$ cat src/rtl/nibble_serial_subtractor_if.sv
// -----------------------------------------------------------------------------
// nibble_serial_subtractor_if
//   Handshake and operand/result bundle between a controlling sequencer
//   (master) and the nibble-serial subtractor (slave).
//
//   start  master->slave  request, sampled by the slave only when not busy
//   a, b   master->slave  minuend / subtrahend, captured on accepted start
//   bin    master->slave  borrow-in, captured on accepted start
//   busy   slave->master  high while nibbles are being processed
//   done   slave->master  one-cycle completion pulse
//   d      slave->master  difference, held until the next completion
//   bout   slave->master  borrow-out of the MSB nibble
//   zero   slave->master  high when d == 0
//   ovf    slave->master  signed overflow (only with SUB_OVERFLOW_EN defined)
//
//   Optional feature macro: SUB_OVERFLOW_EN
// -----------------------------------------------------------------------------
interface nibble_serial_subtractor_if #(
  parameter int WIDTH = 16
);
  logic             start;
  logic [WIDTH-1:0] a;
  logic [WIDTH-1:0] b;
  logic             bin;
  logic             busy;
  logic             done;
  logic [WIDTH-1:0] d;
  logic             bout;
  logic             zero;
`ifdef SUB_OVERFLOW_EN
  logic             ovf;
`endif

  modport master (
    output start, a, b, bin,
    input  busy, done, d, bout, zero
`ifdef SUB_OVERFLOW_EN
    , input ovf
`endif
  );

  modport slave (
    input  start, a, b, bin,
    output busy, done, d, bout, zero
`ifdef SUB_OVERFLOW_EN
    , output ovf
`endif
  );
endinterface

$ cat src/rtl/nibble_serial_subtractor.sv
// -----------------------------------------------------------------------------
// nibble_serial_subtractor
//   Computes D = A - B - bin over WIDTH bits, one 4-bit nibble per clock,
//   using a 4-bit borrow-lookahead slice per nibble with the borrow registered
//   between nibbles. Latency from accepted start to done is WIDTH/4 + 1 cycles.
//
//   Ports:
//     clk   rising-edge clock
//     rst   asynchronous, active-high reset
//     bus   slave side of nibble_serial_subtractor_if
//           (start, a, b, bin in; busy, done, d, bout, zero[, ovf] out)
//
//   Parameter WIDTH: operand width, a multiple of 4 and >= 4.
//
//   Optional feature macro: SUB_OVERFLOW_EN
//     When defined, bus.ovf reports signed overflow of the completed result,
//     updated on the completion edge. When undefined the port and logic are
//     absent.
//
//   state | meaning
//   ------+--------------------------------------------------------------
//   IDLE  | waiting for start; result outputs hold the last completion
//   RUN   | processing nibble idx_q, borrow carried in borrow_q
//   DONE  | one-cycle completion pulse; start here begins a new operation
// -----------------------------------------------------------------------------
module nibble_serial_subtractor #(
  parameter int WIDTH = 16
) (
  input  logic                        clk,
  input  logic                        rst,
  nibble_serial_subtractor_if.slave   bus
);

  localparam int N   = WIDTH / 4;
  localparam int IW  = (N > 1) ? $clog2(N) : 1;
  localparam int MSB = WIDTH - 1;

  typedef enum logic [1:0] {
    IDLE = 2'd0,
    RUN  = 2'd1,
    DONE = 2'd2
  } state_t;

  state_t           state_q, state_d;

  logic [WIDTH-1:0] a_q;
  logic [WIDTH-1:0] b_q;
  logic             borrow_q;
  logic [IW-1:0]    idx_q;
  logic [WIDTH-1:0] res_q;
  logic [WIDTH-1:0] d_q;
  logic             bout_q;
  logic             zero_q;
`ifdef SUB_OVERFLOW_EN
  logic             ovf_q;
`endif

  logic             capture;
  logic             step;
  logic             finish;
  logic             last_nibble;

  logic [3:0]       x_nib;
  logic [3:0]       y_nib;
  logic [3:0]       diff_nib;
  logic             bo_nib;
  logic [WIDTH-1:0] res_next;

  // 4-bit borrow-lookahead slice. g: this bit generates a borrow (0 - 1);
  // p: this bit propagates an incoming borrow (equal bits).
  // Returns {borrow_out, difference}.
  function automatic logic [4:0] sub_slice(input logic [3:0] x,
                                           input logic [3:0] y,
                                           input logic       bi);
    logic [3:0] g;
    logic [3:0] p;
    logic       b1, b2, b3, bo;
    g  = ~x & y;
    p  = ~(x ^ y);
    b1 = g[0] | (p[0] & bi);
    b2 = g[1] | (p[1] & g[0]) | (p[1] & p[0] & bi);
    b3 = g[2] | (p[2] & g[1]) | (p[2] & p[1] & g[0])
       | (p[2] & p[1] & p[0] & bi);
    bo = g[3] | (p[3] & g[2]) | (p[3] & p[2] & g[1])
       | (p[3] & p[2] & p[1] & g[0]) | (p[3] & p[2] & p[1] & p[0] & bi);
    return {bo, x ^ y ^ {b3, b2, b1, bi}};
  endfunction

  // ---------------------------------------------------------------------------
  // Datapath: current nibble selection and slice evaluation
  // ---------------------------------------------------------------------------
  assign last_nibble = (idx_q == IW'(N - 1));

  always_comb begin
    x_nib    = a_q[{idx_q, 2'b00} +: 4];
    y_nib    = b_q[{idx_q, 2'b00} +: 4];
    {bo_nib, diff_nib} = sub_slice(x_nib, y_nib, borrow_q);
    // Full result with the current nibble merged in, so the completion edge
    // can publish d without waiting a cycle for res_q to settle.
    res_next = res_q;
    res_next[{idx_q, 2'b00} +: 4] = diff_nib;
  end

  // ---------------------------------------------------------------------------
  // FSM
  // ---------------------------------------------------------------------------
  always_ff @(posedge clk or posedge rst) begin
    if (rst) begin
      state_q <= IDLE;
    end else begin
      state_q <= state_d;
    end
  end

  always_comb begin
    state_d = state_q;
    capture = 1'b0;
    step    = 1'b0;
    finish  = 1'b0;
    case (state_q)
      IDLE: begin
        if (bus.start) begin
          capture = 1'b1;
          state_d = RUN;
        end
      end
      RUN: begin
        step = 1'b1;
        if (last_nibble) begin
          finish  = 1'b1;
          state_d = DONE;
        end
      end
      DONE: begin
        if (bus.start) begin
          capture = 1'b1;
          state_d = RUN;
        end else begin
          state_d = IDLE;
        end
      end
      default: begin
        state_d = IDLE;
      end
    endcase
  end

  // ---------------------------------------------------------------------------
  // Operand capture, nibble stepping and result publication
  // ---------------------------------------------------------------------------
  always_ff @(posedge clk or posedge rst) begin
    if (rst) begin
      a_q      <= '0;
      b_q      <= '0;
      borrow_q <= 1'b0;
      idx_q    <= '0;
      res_q    <= '0;
    end else if (capture) begin
      a_q      <= bus.a;
      b_q      <= bus.b;
      borrow_q <= bus.bin;
      idx_q    <= '0;
    end else if (step) begin
      res_q    <= res_next;
      borrow_q <= bo_nib;
      idx_q    <= last_nibble ? '0 : idx_q + IW'(1);
    end
  end

  // Visible results change only on the completion edge.
  always_ff @(posedge clk or posedge rst) begin
    if (rst) begin
      d_q    <= '0;
      bout_q <= 1'b0;
      zero_q <= 1'b0;
    end else if (finish) begin
      d_q    <= res_next;
      bout_q <= bo_nib;
      zero_q <= (res_next == '0);
    end
  end

`ifdef SUB_OVERFLOW_EN
  // Signed overflow: operands of opposite sign and a result whose sign
  // differs from the minuend.
  always_ff @(posedge clk or posedge rst) begin
    if (rst) begin
      ovf_q <= 1'b0;
    end else if (finish) begin
      ovf_q <= (a_q[MSB] != b_q[MSB]) && (res_next[MSB] != a_q[MSB]);
    end
  end
  assign bus.ovf = ovf_q;
`endif

  assign bus.busy = (state_q == RUN);
  assign bus.done = (state_q == DONE);
  assign bus.d    = d_q;
  assign bus.bout = bout_q;
  assign bus.zero = zero_q;

endmodule

$ cat src/flat_wrapper.sv
// flat-port wrapper written by rule: the top's interface ports become plain ports
module nibble_serial_subtractor_flat 
#(
  parameter int WIDTH = 16
)
  (clk, rst, bus_start, bus_a, bus_b, bus_bin, bus_busy, bus_done, bus_d, bus_bout, bus_zero);
  nibble_serial_subtractor_if #(.WIDTH(WIDTH)) bus_i ();
  input  logic clk;
  input  logic rst;
  input wire logic [$bits(bus_i.start)-1:0] bus_start;
  input wire logic [$bits(bus_i.a)-1:0] bus_a;
  input wire logic [$bits(bus_i.b)-1:0] bus_b;
  input wire logic [$bits(bus_i.bin)-1:0] bus_bin;
  output wire logic [$bits(bus_i.busy)-1:0] bus_busy;
  output wire logic [$bits(bus_i.done)-1:0] bus_done;
  output wire logic [$bits(bus_i.d)-1:0] bus_d;
  output wire logic [$bits(bus_i.bout)-1:0] bus_bout;
  output wire logic [$bits(bus_i.zero)-1:0] bus_zero;
  assign bus_i.start = bus_start;
  assign bus_i.a = bus_a;
  assign bus_i.b = bus_b;
  assign bus_i.bin = bus_bin;
  assign bus_busy = bus_i.busy;
  assign bus_done = bus_i.done;
  assign bus_d = bus_i.d;
  assign bus_bout = bus_i.bout;
  assign bus_zero = bus_i.zero;
  nibble_serial_subtractor #(.WIDTH(WIDTH)) u_core (.clk(clk), .rst(rst), .bus(bus_i));
endmodule
$ cat config.mk
export PLATFORM = sky130hd
export DESIGN_NAME = nibble_serial_subtractor_flat
export DESIGN_NICKNAME = d
export VERILOG_FILES = /design/src/rtl/nibble_serial_subtractor_if.sv /design/src/rtl/nibble_serial_subtractor.sv /design/src/flat_wrapper.sv
export SDC_FILE = /design/constraint.sdc
export NUM_CORES = 1
export LEC_CHECK = 0
export CAP_MARGIN = 20
export CORE_UTILIZATION = 50
export DETAILED_ROUTE_END_ITERATION = 6
export DONT_BUFFER_PORTS = 1
export GPL_TIMING_DRIVEN = 1
export PLACE_DENSITY_LB_ADDON = 0.15
export SYNTH_ARGS = -nofsm -noshare
export SYNTH_HDL_FRONTEND = slang
export SYNTH_SLANG_ARGS = --single-unit
export TNS_END_PERCENT = 20
$ cat constraint.sdc
create_clock -name clk -period 3.6 [get_ports clk]
set_input_delay 0.54 -clock clk [delete_from_list [all_inputs] [get_ports clk]]
set_output_delay 0.54 -clock clk [all_outputs]
set_load 0.02 [all_outputs]
=== After elaboration in Yosys (flattened, before gate mapping) ===
Index checks and enable logic that the tools add are counted.

* Logic and storage cells: 73
* Input port bits: 36
* ROM bits: 0
* Latch bits: 0
* Register bits: 71
* Memories kept: 0
* Output and inout port bits: 20
* RAM bits: 0

* Order comparisons: 0
* Mux-type cells: 15
* Bitwise operators: 32
* Shifts and indexed selects: 4
* Multipliers: 0
* Eq/ne operators: 5
* Reductions and logical operators: 6
* Divide/modulo/power cells: 0
* Add/subtract/negate cells: 2

{| class="wikitable"
|+ Operator list
! operator !! number
|-
| 16-bit by 5-bit indexed part select with 4-bit output || 2
|-
| 1-bit bitwise AND || 16
|-
| 16-bit bitwise mux || 1
|-
| 16-bit zero test || 1
|-
| 4-bit by 6-bit variable shift with 16-bit output (first input constant) || 1
|-
| 4-bit by 6-bit indexed part select with 16-bit output || 1
|-
| 2-bit 2-to-1 mux || 5
|-
| 1-bit bitwise OR || 10
|-
| 1-bit 2-to-1 mux || 8
|-
| 4-bit inverter || 2
|-
| 4-bit bitwise XOR || 2
|-
| 4-bit negation with 6-bit output || 1
|-
| 2-bit one-hot mux with 3 select lines || 1
|-
| 4-bit bitwise AND || 1
|-
| 2-bit == test (second input constant) || 2
|-
| 2-bit AND reduction || 2
|-
| 2-bit by 1-bit adder with 2-bit output (second input constant) || 1
|-
| 2-bit by 1-bit == test with 1-bit output (second input constant) || 1
|-
| 2-bit zero test || 1
|-
| 2-bit by 1-bit != test with 1-bit output (second input constant) || 1
|-
| 2-bit != test (second input constant) || 1
|-
| 2-bit nonzero test || 1
|-
| 2-bit OR reduction || 1
|-
| 1-bit inverter || 1
|}

=== Longest topological paths before layout ===
Gate-level depths: netlist of run 1.

* Depth in word-level cells: 11
* Mapped depth: 10

=== Least setup slack after synthesis of run 1 ===
Ideal clock, no wire load.

* Path type: flip-flop to flip-flop
* From: register u_core.idx_q[1]
* To: register u_core.zero_q, in the netlist u_core.bus.zero
* Period minus slack after synthesis: 2733 ps
* Path buffers: 1
* Slack: 867 ps
* Stages on the path, launching flop included: 8
* Arrival: 2612 ps
* Path through: dfrtp_1 clkbuf_1 mux4_2 fa_1 xnor2_1 a21oi_1 and4_1 a32o_1

* Cells in the longest elaborated chain, start to end: 11
* Elaborated cells on any way between the ends: 30
* Classes of those cells: add/sub: 1; eq/ne: 1; shift: 4; mux: 3; bitwise: 20; reduce/logical: 1

{| class="wikitable"
|+ Ends and longest elaborated chain
! what !! RTL line !! text
|-
| start, declared || nibble_serial_subtractor.sv:49 || <nowiki>logic [IW-1:0] idx_q;</nowiki>
|-
| start signal, assigned || nibble_serial_subtractor.sv:166 || <nowiki>idx_q <= last_nibble ? '0 : idx_q + IW'(1);</nowiki>
|-
| 16-bit by 5-bit indexed part select with 4-bit output (on tied branches) || nibble_serial_subtractor.sv:95, nibble_serial_subtractor.sv:96 ||
|-
| 4-bit bitwise XOR or 4-bit inverter (tied branches) || nibble_serial_subtractor.sv:79, nibble_serial_subtractor.sv:86, nibble_serial_subtractor.sv:78 ||
|-
| 4-bit inverter or 4-bit bitwise AND (tied branches) || nibble_serial_subtractor.sv:79, nibble_serial_subtractor.sv:78 ||
|-
| 1-bit bitwise AND (on tied branches) || nibble_serial_subtractor.sv:82, nibble_serial_subtractor.sv:83 ||
|-
| 1-bit bitwise OR, or another cell as far along || nibble_serial_subtractor.sv:82 || <nowiki>b3 = g[2] | (p[2] & g[1]) | (p[2] & p[1] & g[0])</nowiki>
|-
| 1-bit bitwise OR or 1-bit bitwise AND (tied branches) || nibble_serial_subtractor.sv:82, nibble_serial_subtractor.sv:83 ||
|-
| 1-bit bitwise OR || nibble_serial_subtractor.sv:83 || <nowiki>| (p[2] & p[1] & p[0] & bi);</nowiki>
|-
| 4-bit bitwise XOR || nibble_serial_subtractor.sv:86 || <nowiki>return {bo, x ^ y ^ {b3, b2, b1, bi}};</nowiki>
|-
| 4-bit by 6-bit indexed part select with 16-bit output || nibble_serial_subtractor.sv:101 || <nowiki>res_next[{idx_q, 2'b00} +: 4] = diff_nib;</nowiki>
|-
| 16-bit bitwise mux || nibble_serial_subtractor.sv:101 ||
|-
| 16-bit zero test || nibble_serial_subtractor.sv:179 || <nowiki>zero_q <= (res_next == '0);</nowiki>
|-
| end signal, assigned || nibble_serial_subtractor.sv:179 ||
|-
| end, declared || nibble_serial_subtractor.sv:53 || <nowiki>logic zero_q;</nowiki>
|}

Parallel ways exist; a longest one is shown, timed or not.
A chain may end at the register's enable or synchronous reset.

=== Worst setup path after layout of run 1 ===
* From: register u_core.idx_q[0]
* To: register u_core.zero_q, in the netlist u_core.bus.zero

The elaborated chain is that of the path after synthesis.

==> flow_metrics.tcl, run 1 <==
set metrics [dict create \
    antenna_found_initial 0 \
    synthTopCellsByArea "dfrtp_1 52%, mux2_2 11%, mux4_2 5.3%" \
    critPathTopFamily "flip-flops" \
    avgSynthCellArea_um2 11.9 \
    drc 1 \
    cts.sinks 71 \
    wl_per_cell_um 18.4 \
    violations "DRC" \
    ioPinCount 56 \
    coreArea_um2 6460 \
    grt_overflow 0 \
    arrival_ns 3.12 \
    synth_area_leader_cell "dfrtp_1" \
    synth_top_area_frac 0.520 \
    cts_buffers 9 \
    crit_path_start "u_core.idx_q[0]" \
    p_leak_nw 1.57 \
    skew_ns 0.00720 \
    drt_first_pass_iters 6 \
    path_max_fanout 15 \
    die_w_um 84.7 \
    final_util 0.561 \
    ant_nets 0 \
    cts_buffer_depth 2 \
    crit_path_end_kind "flip-flop" \
    diodes 0 \
    ys_ff_latch 71 \
    post-route-min-period_ns 2.89 \
    clkLatencyLatePin_ns 0.35 \
    grt_pass1_vias 2234 \
    hold_path.class "in -> async" \
    fmax_ghz 0.346 \
    start_kind "flip-flop" \
    die-area_um2 7170 \
    tns_ns 0 \
    critPathSlowestCell "dfrtp_1" \
    cts_setup_buffers 0 \
    drt_iter0_drc 120 \
    async_reset_ff_frac 1.00 \
    clkTransAtPathRegs_ns 0.07 \
    cts_resized 0 \
    cts_root_buf "clkbuf_8" \
    nets 331 \
    syn-cell-area_um2 3420 \
    wirelength_um 6710 \
    status "finished with violations" \
    crit_type "reg -> reg" \
    place.gp.congestion 0.846 \
    grt_max_degree 39 \
    pwr_density_cell_nw_per_um2 1140 \
    grt_pass1_wl_um 11400 \
    die_h_um 84.7 \
    synth_edf_count 0 \
    worstPathRequired_ns 3.83 \
    slew_headroom 0.407 \
    tightest_slew_ns 0.887 \
    cts_tree "built" \
    final_hold_viol_count 0 \
    ys_warn_count 0 \
    start_util 0.529 \
    synth_nets 333 \
    vias_per_cell 5.90 \
    row_count 29 \
    ys_seq_area_frac 0.520 \
    syn_inst 286 \
    cp_cell_sequence "mux4_2, inv_1, ha_1, a21oi_1, nand2_1, xnor2_1, o22ai_1, a32o_1" \
    synthTopCellsByCount "71 x dfrtp_1, 32 x mux2_2, 28 x nand2_1" \
    period_share 0.803 \
    rr_startpoint "u_core.idx_q[0]" \
    hpwlAfterDp_um 4860 \
    max_stage_delay_ns 0.70 \
    setup_viol 0 \
    synthFlopType "dfrtp_1" \
    rsz0062_at_grt "false" \
    layout-drive-gt1-share 0.220 \
    yosysMostFrequentCell "dfrtp_1" \
    irDropWorstVdd_mv 0.579 \
    grt_usage 0.209 \
    cap_violations 0 \
    io_buffers 0 \
    vias 2149 \
    fill_cells 573 \
    cts_hold_buf 0 \
    area_growth_pct 6.15 \
    path_buf_inv 1 \
    slew_viol_final 0 \
    ys_types 43 \
    h-tree-depth 3 \
]
==> per-stage QoR <==
| stage | std cells | hold slack, ns | worst slack, ns | instance area [µm²] | total power [mW] |
|---|---|---|---|---|---|
| global route | 364 | 0.244 | 0.488 | 3630 | 4.44 |
| finish | 364 | 0.172 | 0.709 | 3630 | 4.13 |
| global placement | 350 | 0.463 | 0.784 | 3460 | 3.57 |
| floorplan | 286 | 0.442 | 0.867 | 3420 | 3.04 |
| CTS | 364 | 0.197 | 0.708 | 3630 | 4.16 |
| detailed placement | 350 | 0.471 | 0.722 | 3460 | 3.60 |
==> flip-flops by register name, indices dropped and copies added (netlist names) <==
name             flops
u_core.a_q          16
u_core.b_q          16
u_core.bus.d        16
u_core.res_q        16
u_core.idx_q         2
u_core.state_q       2
u_core.borrow_q      1
u_core.bus.bout      1
u_core.bus.zero      1
==> power by group <==
part	switching, mW	internal [mW]
Combinational	1.17	0.922
Sequential	0.340	1.14
Clock	0.274	0.280
==> cell usage in the layout (no fill, tap or decap), types with 2 or more instances in the layout <==
cell and n:
nor2b_4 2, o21ai_0 19, nor3b_1 3, clkbuf_1 2, xnor2_1 3, nor2_1 8, mux4_2 8, buf_4 5
nor3_1 3, a22o_1 10, nand2_1 28, a22oi_1 4, inv_1 9, nor2b_1 9, dfrtp_1 71, ha_1 10
mux2_2 32, clkbuf_8 11, and2_1 3, a31oi_1 2, nor4_1 2, a21oi_1 10, o22ai_1 3, inv_2 2
a21o_1 2, a32o_1 5, o31ai_1 4
==> worst register-to-register path, cell delays in order (launching register included) <==
cell and delay [ns]:
dfrtp_1 0.70, mux4_2 0.57, inv_1 0.07, ha_1 0.26, a21oi_1 0.19, nand2_1 0.09, xnor2_1 0.48, o22ai_1 0.17
a32o_1 0.25
==> layer usage <==
metal,wire (µm),global-route usage,up-vias
met4,123,0.0986,0
met1,3040,0.278,1052
met2,3150,0.319,60
li1,-,-,1027
met3,396,0.0610,10
met5,0,0,-
==> logic make-up (layout without fill, tap and decap cells) <==
family	after synthesis	after routing	synth area share
flip-flops	71	71	0.520
AND/OR/NAND/NOR	66	66	0.101
AO/OA/AOI/OAI	65	65	0.128
multiplexers	41	41	0.161
buffers and inverters	29	30	0.0399
adder cells (fa/ha/maj)	11	11	0.0425
XOR/XNOR	3	3	0.00769
==> cell type report <==
| cell class | instances | area, µm² | area share |
|---|---|---|---|
| clock inverters | 1 | 5.00 | 0.00138 |
| well taps | 77 | 96.3 | 0.0266 |
| multi-input cells | 186 | 1510 | 0.416 |
| flip-flops and latches | 71 | 1780 | 0.490 |
| inverters | 11 | 41.3 | 0.0114 |
| clock buffers | 13 | 159 | 0.0438 |
| repair buffers | 5 | 37.5 | 0.0104 |
==> final timing paths <==
check / to / slack, ns / cells after the start
hold / removal: u_core.bus.d[8] / 0.17 / 1
hold reg to reg: u_core.res_q[0] / 0.48 / 2
min in group clk: u_core.b_q[5] / 0.34 / 1
setup / recovery: u_core.bus.zero / 0.71 / 8
max in group asynchronous: u_core.b_q[7] / 2.48 / 2
setup reg to reg: u_core.bus.zero / 0.71 / 8
Power figures use the tool's default switching activity.
==> inputs of run 2 (changes only) <==
- clock period: 3.6 -> 2.8 ns (I/O delays scaled with it)
==> flow_metrics.tcl, run 2 (synthesized netlist as in run 1, its figures left out) <==
set metrics [dict create \
    tns_ns 0 \
    path_buf_inv 0 \
    io_buffers 0 \
    area_growth_pct 8.86 \
    grt.busiest_layer "met2" \
    cts_tree "built" \
    antenna_found_initial 0 \
    hpwlAfterDp_um 4960 \
    slew_headroom 0.389 \
    r2r_cells 7 \
    grt_usage 0.205 \
    p_leak_nw 1.61 \
    grt_pass1_wl_um 11200 \
    wirelength_um 6770 \
    final_hold_viol_count 0 \
    cts_buffer_depth 2 \
    slew_viol_final 0 \
    die_w_um 84.7 \
    die_h_um 84.7 \
    grt_max_degree 38 \
    start_util 0.529 \
    cts.sinks 71 \
    final_cell_mix "71 x dfrtp_1, 32 x mux2_2, 28 x nand2_1" \
    post-route-min-period_ns 2.59 \
    drc 0 \
    cap_violations 0 \
    pwr_density_cell_nw_per_um2 1500 \
    drt_first_pass_iters 6 \
    ant_nets 0 \
    cts_resized 0 \
    arrival_ns 2.82 \
    row_count 29 \
    path_max_fanout 6 \
    crit_end "u_core.res_q[3]" \
    setup_viol 0 \
    place_area_um2 3520 \
    crit_type "reg -> reg" \
    diodes 0 \
    vias 2223 \
    cp_cell_sequence "mux4_2, ha_1, a21oi_1, a21boi_1, o21a_1, or2_1, a32o_1" \
    cts_setup_buffers 0 \
    dp_slack_ns 0.193 \
    rr_startpoint "u_core.idx_q[1]" \
    path_depth 7 \
    layout-drive-gt1-share 0.244 \
    ioPinCount 56 \
    fmax_ghz 0.386 \
    fill_cells 559 \
    crit_path_start "u_core.idx_q[1]" \
    grt_use_met3 0.0688 \
    reg2reg_to "u_core.res_q[3]" \
    grt_overflow 0 \
    vias_per_cell 5.98 \
    max_stage_delay_ns 0.55 \
    clkLatencyLatePin_ns 0.35 \
    nets 337 \
    place.gp.congestion 0.861 \
    grt_util_met1 0.257 \
    cts_hold_buf 0 \
    coreArea_um2 6460 \
    final_cell_area_um2 3720 \
    wl_per_cell_um 18.2 \
    h-tree-depth 3 \
    worstPathRequired_ns 3.04 \
    start_kind "flip-flop" \
    final_common_cell "dfrtp_1" \
    r2r_slack_ns 0.21 \
    status "completed" \
    clkTransAtPathRegs_ns 0.08 \
    critPathTopFamily "compound AO/OA/AOI/OAI gates" \
    drt_iter0_drc 131 \
    multiInputGateArea_um2 1510 \
    die-area_um2 7170 \
    irDropWorstVdd_mv 0.710 \
    gr-usage-met2 0.324 \
    hold_path.class "in -> async" \
    cts_root_buf "clkbuf_8" \
    total_power_mw 5.57 \
    rsz0062_at_grt "false" \
    critPathSlowestCell "mux4_2" \
    grt_pass1_vias 2269 \
    period_share 0.924 \
    seqCellArea_um2 1780 \
    skew_ns 0.00930 \
    cts_buffers 9 \
    crit_path_end_kind "flip-flop" \
    setup_ws_ns 0.212 \
    tightest_slew_ns 0.914 \
]
run 2: routing by layer:
metal | routed length, µm | vias to the layer above
met5 | 0 | -
met4 | 178 | 0
met3 | 484 | 15
met2 | 3140 | 80
met1 | 2960 | 1091
li1 | - | 1037
run 2: how the worst min path moves through the flow:
stage / from / to / slack, ns / depth (start not counted)
after global routing: rst / u_core.bus.bout / 0.17 / 1
final: rst / u_core.bus.d[4] / 0.10 / 1
after CTS: rst / u_core.bus.d[4] / 0.12 / 1
after global placement: u_core.res_q[4] / u_core.res_q[4] / 0.46 / 2
after floorplan: u_core.res_q[4] / u_core.res_q[4] / 0.44 / 2
after detailed placement: u_core.res_q[8] / u_core.res_q[8] / 0.47 / 2
run 2: area by class of cell:
class                      instances  area share
clock inverter                     5      0.0155
clock buffer                      11      0.0380
sequential                        71       0.478
tap                               77      0.0259
inverter                          11      0.0111
timing repair buffer              11      0.0256
multi-input combinational        186       0.406
run 2: worst reg2reg max path: cells and delay by family, from the launching register on:
family                     cells  cell delay, ns
muxes                          1            0.55
DFF                            1            0.51
AOI/OAI and AO/OA              4            0.78
adders and majority gates      1            0.33
and+or+nand+nor                1            0.29
run 2: where the power goes:
part           switching, mW  total [mW]  internal (mW)
combinational           1.56        2.87           1.31
sequential             0.414        1.89           1.47
clock                  0.381       0.815          0.434
run 2: through the flow:
| stage | hold WS [ns] | std cells | util |
|---|---|---|---|
| 2_1_floorplan | 0.442 | 286 | - |
| 3_3_place_gp | 0.458 | 356 | 0.545 |
| 3_5_place_dp | 0.473 | 356 | 0.545 |
| 4_1_cts | 0.124 | 372 | 0.576 |
| 5_1_grt | 0.165 | 372 | 0.576 |
| 6_report | 0.105 | 372 | 0.576 |
